<file path="config.mk">
export PLATFORM = sky130hd
export DESIGN_NAME = xrv_mul
export DESIGN_NICKNAME = d
export VERILOG_FILES = /design/src/rtl/xrv_mul.sv
export SDC_FILE = /design/constraint.sdc
export NUM_CORES = 1
export LEC_CHECK = 0
export CORE_MARGIN = 1
export CORE_UTILIZATION = 55
export DETAILED_ROUTE_END_ITERATION = 16
export DONT_BUFFER_PORTS = 1
export PLACE_DENSITY = 0.73
export REMOVE_ABC_BUFFERS = 1
export SYNTH_ARGS = -nofsm -noshare
export SYNTH_HDL_FRONTEND = slang
export SYNTH_SLANG_ARGS = --single-unit
export TNS_END_PERCENT = 5
</file>
<file path="constraint.sdc">
create_clock -name clk -period 6.39 [get_ports clk]
set_input_delay 0.639 -clock clk [delete_from_list [all_inputs] [get_ports clk]]
set_output_delay 0.639 -clock clk [all_outputs]
set_load 0.05 [all_outputs]
</file>
<file path="src/rtl/xrv_mul.sv">
`default_nettype none
// ============================================================================
//  Module      : xrv_mul
//  Description : Iterative shift-add multiplier for RV32M MUL/MULH/MULHSU/MULHU.
//                Operands are reduced to magnitudes, multiplied unsigned at
//                BITS_PER_CYCLE multiplier bits per cycle, and the 64-bit
//                product is negated at the end when the signs differ.
//                One-cycle launch pulse, fixed latency of K+1 cycles,
//                one-cycle result_valid pulse, result held afterwards.
//  Revision    : 1.0  initial release
// ============================================================================
module xrv_mul #(
    parameter int BITS_PER_CYCLE = 1          // legal values: 1, 2, 4
) (
    input  logic        clk,
    input  logic        rst,
    input  logic [31:0] multiplicand,
    input  logic [31:0] multiplier,
    input  logic [1:0]  optype,
    input  logic        valid,
    output logic        busy,
    output logic [31:0] result,
    output logic        result_valid
);

    localparam int B     = BITS_PER_CYCLE;
    localparam int K     = 32 / B;
    localparam int CNT_W = (K > 1) ? $clog2(K) : 1;
    localparam logic [CNT_W-1:0] C_LAST = CNT_W'(K - 1);

    localparam logic [1:0] C_OP_MUL    = 2'b00;
    localparam logic [1:0] C_OP_MULH   = 2'b01;
    localparam logic [1:0] C_OP_MULHSU = 2'b10;

    typedef enum logic [1:0] {
        S_IDLE = 2'd0,
        S_RUN  = 2'd1,
        S_DONE = 2'd2
    } state_t;

    state_t           r_state;
    logic [CNT_W-1:0] r_cnt;
    logic [63:0]      r_acc;
    logic [31:0]      r_mcand;
    logic [31:0]      r_mplier;
    logic             r_neg;
    logic [1:0]       r_op;

    logic             w_s1;
    logic             w_s2;
    logic [31:0]      w_mag1;
    logic [31:0]      w_mag2;
    logic [B-1:0]     w_digit;
    logic [31+B:0]    w_pp;
    logic [31+B:0]    w_sum;
    logic [63:0]      w_acc_nxt;
    logic [63:0]      w_prod;
    logic [31:0]      w_res;

    // Operand sign detection and magnitude conversion at launch.
    // MUL treats both operands as unsigned since the low word does not depend
    // on signedness; |0x80000000| stays 0x80000000 as an unsigned magnitude.
    always_comb begin
        w_s1   = ((optype == C_OP_MULH) || (optype == C_OP_MULHSU)) & multiplicand[31];
        w_s2   = (optype == C_OP_MULH) & multiplier[31];
        w_mag1 = w_s1 ? (~multiplicand + 32'd1) : multiplicand;
        w_mag2 = w_s2 ? (~multiplier   + 32'd1) : multiplier;
    end

    // One iteration: add mcand * digit into the upper half and shift the
    // whole accumulator right by B. hi < 2^32 and pp <= (2^32-1)(2^B-1), so
    // the sum is strictly below 2^(32+B) and 32+B bits hold it without loss.
    always_comb begin
        w_digit   = r_mplier[B-1:0];
        w_pp      = {{B{1'b0}}, r_mcand} * {32'd0, w_digit};
        w_sum     = {{B{1'b0}}, r_acc[63:32]} + w_pp;
        w_acc_nxt = {w_sum, r_acc[31:B]};
        w_prod    = r_neg ? (~w_acc_nxt + 64'd1) : w_acc_nxt;
        w_res     = (r_op == C_OP_MUL) ? w_prod[31:0] : w_prod[63:32];
    end

    // Control FSM and datapath registers; a new launch always wins over an
    // op in flight or completing on the same edge.
    always_ff @(posedge clk) begin
        if (rst) begin
            r_state      <= S_IDLE;
            r_cnt        <= '0;
            r_acc        <= '0;
            r_mcand      <= '0;
            r_mplier     <= '0;
            r_neg        <= 1'b0;
            r_op         <= '0;
            busy         <= 1'b0;
            result_valid <= 1'b0;
            result       <= '0;
        end else if (valid) begin
            r_state      <= S_RUN;
            r_cnt        <= '0;
            r_acc        <= '0;
            r_mcand      <= w_mag1;
            r_mplier     <= w_mag2;
            r_neg        <= w_s1 ^ w_s2;
            r_op         <= optype;
            busy         <= 1'b1;
            result_valid <= 1'b0;
        end else begin
            case (r_state)
                S_RUN: begin
                    r_acc    <= w_acc_nxt;
                    r_mplier <= r_mplier >> B;
                    if (r_cnt == C_LAST) begin
                        r_cnt        <= '0;
                        r_state      <= S_DONE;
                        busy         <= 1'b0;
                        result_valid <= 1'b1;
                        result       <= w_res;
                    end else begin
                        r_cnt <= r_cnt + 1'b1;
                    end
                end
                S_DONE: begin
                    r_state      <= S_IDLE;
                    result_valid <= 1'b0;
                end
                default: begin
                    r_state      <= S_IDLE;
                    busy         <= 1'b0;
                    result_valid <= 1'b0;
                end
            endcase
        end
    end

endmodule
`default_nettype wire
</file>
* Word-level counts from Yosys, hierarchy flattened
Index checks and enable logic that the tools add are counted.
** Word-level totals
- Flip-flop bits (word level) :: 171
- Bits of input ports :: 69
- Word-level logic and storage cells :: 51
** Operators by class
- $add $sub $neg :: 5
- $mul :: 1
- Equal/unequal tests :: 7
- Multiplexer cells :: 13
- Bitwise gates (word level) :: 8
- Reductions and logical operators :: 7
** Operators by type and width (number)
- 32-bit two-way mux :: 5
- 32-bit by 1-bit adder with 32-bit output (second input constant) :: 2
- 64-bit by 1-bit adder with 64-bit output (second input constant) :: 1
- 64-bit two-way mux :: 1
- 32-bit inverter :: 2
- 64-bit inverter :: 1
- 32-bit by 33-bit adder with 33-bit output :: 1
- 32-bit by 1-bit multiplier with 33-bit output :: 1
- 5-bit by 1-bit adder with 5-bit output (second input constant) :: 1
- 5-bit equality test (second input constant) :: 1
- 1-bit two-way mux :: 5
- 5-bit two-way mux :: 1
- 2-bit by 1-bit equality test with 1-bit output (second input constant) :: 2
- 2-bit equality test (second input constant) :: 2
- 3-bit != test (second input constant) :: 1
- 3-bit AND reduction :: 1
- 3-bit OR reduction :: 1
- 1-bit AND :: 2
- 2-bit logical NOT :: 1
- 2-bit != test (second input constant) :: 1
- 1-bit inverter :: 2
- 1-bit one-hot mux with 2 select lines :: 1
- 2-bit AND reduction :: 1
- 2-bit nonzero test :: 1
- 3 further kinds :: 3

* Logic depth before layout (Yosys ltp)
- Depth after elaboration :: 6
- Mapped depth :: 16
- Gate-level depth less buffers :: 14

* Least setup slack after synthesis
OpenSTA, ideal clock, no wires.
- Path type :: reg-to-reg
- Start :: register r_mplier[0]
- End :: register result[30]
- Library setup time :: 0.124 ns
- Arrival time :: 4.070 ns
- Data required time :: 6.266 ns
- Slack :: 2.196 ns
- Cell stages (with the launch flop) :: 17
- Period minus slack after synthesis :: 4.194 ns
- Cells stage by stage :: dfxtp_1 clkbuf_1 and2_1 ha_1 inv_1 fa_1 nor2b_4 o31ai_4 a211oi_4 o211ai_1 a32o_1 or4_1 buf_2 or4b_1 nor4b_2 mux2i_1 nand3_1
** Between the ends
- Cells in the longest elaborated chain, start to end :: 6
** Ends and longest elaborated chain
- start, declared :: line 45 : logic [31:0] r_mplier;
- start signal, assigned :: line 101 : r_mplier <= w_mag2;
- start signal, assigned :: line 110 : r_mplier <= r_mplier >> B;
- 32-bit by 1-bit multiplier with 33-bit output (*) :: line 75 : w_pp = {{B{1'b0}}, r_mcand} * {32'd0, w_digit};
- 32-bit by 33-bit adder with 33-bit output (*) :: line 76 : w_sum = {{B{1'b0}}, r_acc[63:32]} + w_pp;
- 64-bit inverter :: line 78 : w_prod = r_neg ? (~w_acc_nxt + 64'd1) : w_acc_nxt;
- 64-bit by 1-bit adder with 64-bit output :: line 78
- 64-bit two-way mux (*) :: line 78
- 32-bit two-way mux (*) :: line 79 : w_res = (r_op == C_OP_MUL) ? w_prod[31:0] : w_prod[63:32];
- end signal, assigned :: line 116 : result <= w_res;
- end, declared :: line 22 : output logic [31:0] result,
Every way passes the cells marked *; elsewhere a longest branch is shown, timed or not.
A chain may end at the register's enable or synchronous reset.

* Worst setup path after layout
- Start :: register r_mplier[0]
- End :: register result[28]
Same word-level chain as after synthesis.

==> summary.txt <==
======================================================================================================
Netlist area before placement ...........................................................   0.0118 mm²
First-pass iteration count of the detailed router .......................................            6
Worst Hold End ..........................................................................  r_mplier[3]
Setup repair after global routing missed its margin .....................................        false
Most common library cell in the layout ignoring fill and taps ........................... sky130_fd_sc_hd__nand2_1
Number of CTS-inserted buffers ..........................................................           17
Fillers .................................................................................         1988
PD cells ................................................................................   206 mW/mm²
Combined global-route utilization of all metal layers ...................................        29.2%
PnR Total Power .........................................................................      2.55 mW
CTS Hold Bufs ...........................................................................            0
Kind of cell with the highest combined delay on the critical path ....................... simple AND/OR/NAND/NOR gates
Distinct cell type count of the synthesized netlist .....................................           80
Vias after detailed routing .............................................................        11300
Aggregate global routing overflow .......................................................            0
Ys async rst share ......................................................................           0%
Number of max-capacitance violations reported ...........................................            0
Clock Sinks .............................................................................          170
DRC errors left .........................................................................            0
Setup TNS Final .........................................................................         0 ns
Worst path buffer plus inverter count ...................................................            1
Critical-path cell list ................................................................. and2_1 -> ha_1 -> inv_1 -> fa_1 -> nor2b_4 -> o31ai_4 -> a211oi_4 -> o211ai_1 -> a32o_1 -> or4_1 -> nor4b_2 -> nand2_1 -> o311a_1 -> o21ai_1
Required arrival time at the worst endpoint .............................................      6.76 ns
Flip-flop and latch area ................................................................  0.00340 mm²
Core Rows ...............................................................................           53
Leak pwr ................................................................................      4.60 nW
Die Span Y ..............................................................................       148 µm
Maximum VDD drop ........................................................................   0.000148 V
Post-layout min period ..................................................................      4.92 ns
Area growth syn-to-layout ...............................................................        5.24%
Total length of routed wires ............................................................     31600 µm
Initial antenna violation count .........................................................            0
Gate count of the mapped netlist ........................................................         1638
Max H-tree Level ........................................................................            4
Nets ....................................................................................         1663
Critical Path Max Stage Delay ...........................................................      0.87 ns
Final hold slack ........................................................................     0.265 ns
Startpoint kind of the worst setup timing path ..........................................     register
Critical path launch point ..............................................................  r_mplier[0]
Clock transition at the register clock pins on the worst setup and hold paths after CTS .      0.07 ns
Global-route wire length before repair ..................................................     52100 µm
Result of the run ....................................................................... finished, final reports clean
Number of input and output port buffers inserted ........................................            0
Initial core utilization ................................................................        56.0%
FF-to-FF setup slack ....................................................................      1.47 ns
Worst slew margin .......................................................................        19.6%
Type of the tightest min-delay check .................................................... primary input to register
Antenna diode count .....................................................................            0
Depth of the worst register-to-register path ............................................           14
Mapped Avg Cell Area ....................................................................     7.19 µm²
Layout cells sized above 1 ..............................................................        4.66%
Via-per-instance ratio ..................................................................         6.15
Beginning of the worst register-to-register path ........................................  r_mplier[0]
DRT iter0 DRCs ..........................................................................          735
Worst Min Path Start ....................................................................          rst
Finished Core Util ......................................................................        58.9%
Hold Vio Cnt, Final .....................................................................            0
Placeable core region ...................................................................   0.0210 mm²
Sort of element at the end of the critical path .........................................     register
Worst-margin pin slew ...................................................................      1.19 ns
Clock Latency Late Sink .................................................................      0.44 ns
Most frequently used flop master after synthesis ........................................ sky130_fd_sc_hd__dfxtp_1
Clock root cell ......................................................................... sky130_fd_sc_hd__clkbuf_16
Achievable clock frequency ..............................................................      203 MHz
Final max-slew violation count ..........................................................            0
CTS max path bufs .......................................................................            2
Sequential area share after synthesis ...................................................        28.9%
Largest net degree at the start of global routing .......................................          136
Routability cong. .......................................................................        0.921
Worst Hold Path Cells ...................................................................            1
Number of synthesized flops with an enable pin ..........................................            0
Clock tree from TritonCTS ...............................................................          yes
Crit Path Max Fanout ....................................................................           33
Skew final ..............................................................................   0.00901 ns
Worst EP arrival ........................................................................      5.28 ns
Share of the clock period used by the worst path ........................................        77.0%
Vias in the first global route ..........................................................        10400
IO Count ................................................................................          103
Flip-flop and latch count after synthesis ...............................................          170
Antenna Violating Nets Remaining ........................................................            0
Most used cells in the layout excluding fill and tap cells .............................. sky130_fd_sc_hd__nand2_1 (274), sky130_fd_sc_hd__a21oi_1 (214), sky130_fd_sc_hd__dfxtp_1 (169)
Half-perimeter wire length after detailed placement .....................................     22500 µm
Combined area of the multi-input logic cells ............................................  0.00788 mm²
WL/cell .................................................................................      17.2 µm
Finish-stage setup viols ................................................................            0
Max stage delay cell, worst path ........................................................ sky130_fd_sc_hd__dfxtp_1
Yosys warns .............................................................................            0
Full die area ...........................................................................   0.0220 mm²
End of the worst register-to-register path ..............................................   result[28]
Worst setup path category ............................................................... register to register
Buffer count from post-CTS setup fixing .................................................            0
Horizontal die dimension ................................................................       148 µm
Post-cts resize count ...................................................................            0
======================================================================================================
stage by stage:
| step | setup WS (ns) | std cells | area [µm²] |
|---|---|---|---|
| global route | 0.975 | 1842 | 12400 |
| finish | 1.47 | 1842 | 12400 |
| detailed placement | 1.49 | 1811 | 11800 |
| floorplan | 1.07 | 1527 | 11300 |
| global placement | 1.59 | 1811 | 11800 |
| CTS | 1.48 | 1842 | 12400 |
worst max-delay path by stage:
| stage | depth (start not counted) | slack, ns | to |
|---|---|---|---|
| after global routing | 14 | 0.97 | result[19] |
| after global placement | 14 | 1.59 | result[30] |
| after CTS | 14 | 1.48 | result[30] |
| after floorplan | 5 | 1.07 | result[31] |
| after detailed placement | 14 | 1.49 | result[30] |
| final | 14 | 1.47 | result[28] |
kinds of logic after synthesis:
logic type,share of synthesized area [%]
compound gates,25.9
xor+xnor,7.36
fa+ha+maj,4.21
buf+inv,4.40
flops,28.9
mux,1.41
simple gates,27.8
per-layer routing:
layer	share of wire, %	up-vias	global-route usage, %
li1	-	5664	-
met1	45	5262	38.4
met2	45	358	47.2
met3	7.6	45	7.21
met4	2.0	0	8.66
met5	0	-	0
final cells by class:
| type | instances | area share (%) |
|---|---|---|
| Tap cell | 275 | 2.78 |
| Multi-Input combinational cell | 1335 | 63.6 |
| Clock inverter | 10 | 1.14 |
| Clock buffer | 21 | 3.80 |
| Timing Repair Buffer | 9 | 0.545 |
| Sequential cell | 170 | 27.5 |
| Inverter | 22 | 0.666 |
Yosys cell counts (all sizes together), types with 7 or more instances:
cell	count	share of area [%]
xor2	47	3.5
nor2	164	5.2
nor3	42	1.8
nand2b	15	0.80
o21a	7	0.45
nand3	34	1.5
clkbuf	94	3.0
mux2i	11	0.94
o31ai	26	1.9
and2	43	2.3
a211oi	43	2.9
or4	9	0.64
buf	17	0.69
nor2b	14	0.81
a31oi	10	0.53
o211ai	19	1.2
xnor2	52	3.9
inv	22	0.70
nand2	274	8.7
o41ai	7	0.52
a21oi	214	9.1
dfxtp	170	29
or3	23	1.2
a311oi	12	0.89
a21o	11	0.70
nand4	17	0.90
o21ai	87	3.7
nand3b	7	0.45
ha	38	4.0
nor4	19	1.3
and3	11	0.58
state kept, by name, summed over array words and instances, names as in the netlist, 2 cells and up:
register	cells
r_acc	63
r_cnt	5
r_mcand	32
r_mplier	32
r_op	2
r_state	2
result	32
power breakdown:
group | switching, mW | total (mW) | internal (mW)
Sequential | 0.0228 | 1.12 | 1.10
Combinational | 0.213 | 0.340 | 0.127
Clock | 0.445 | 1.09 | 0.645
Total | 0.681 | 2.55 | 1.87
Power figures use the tool's default switching activity.
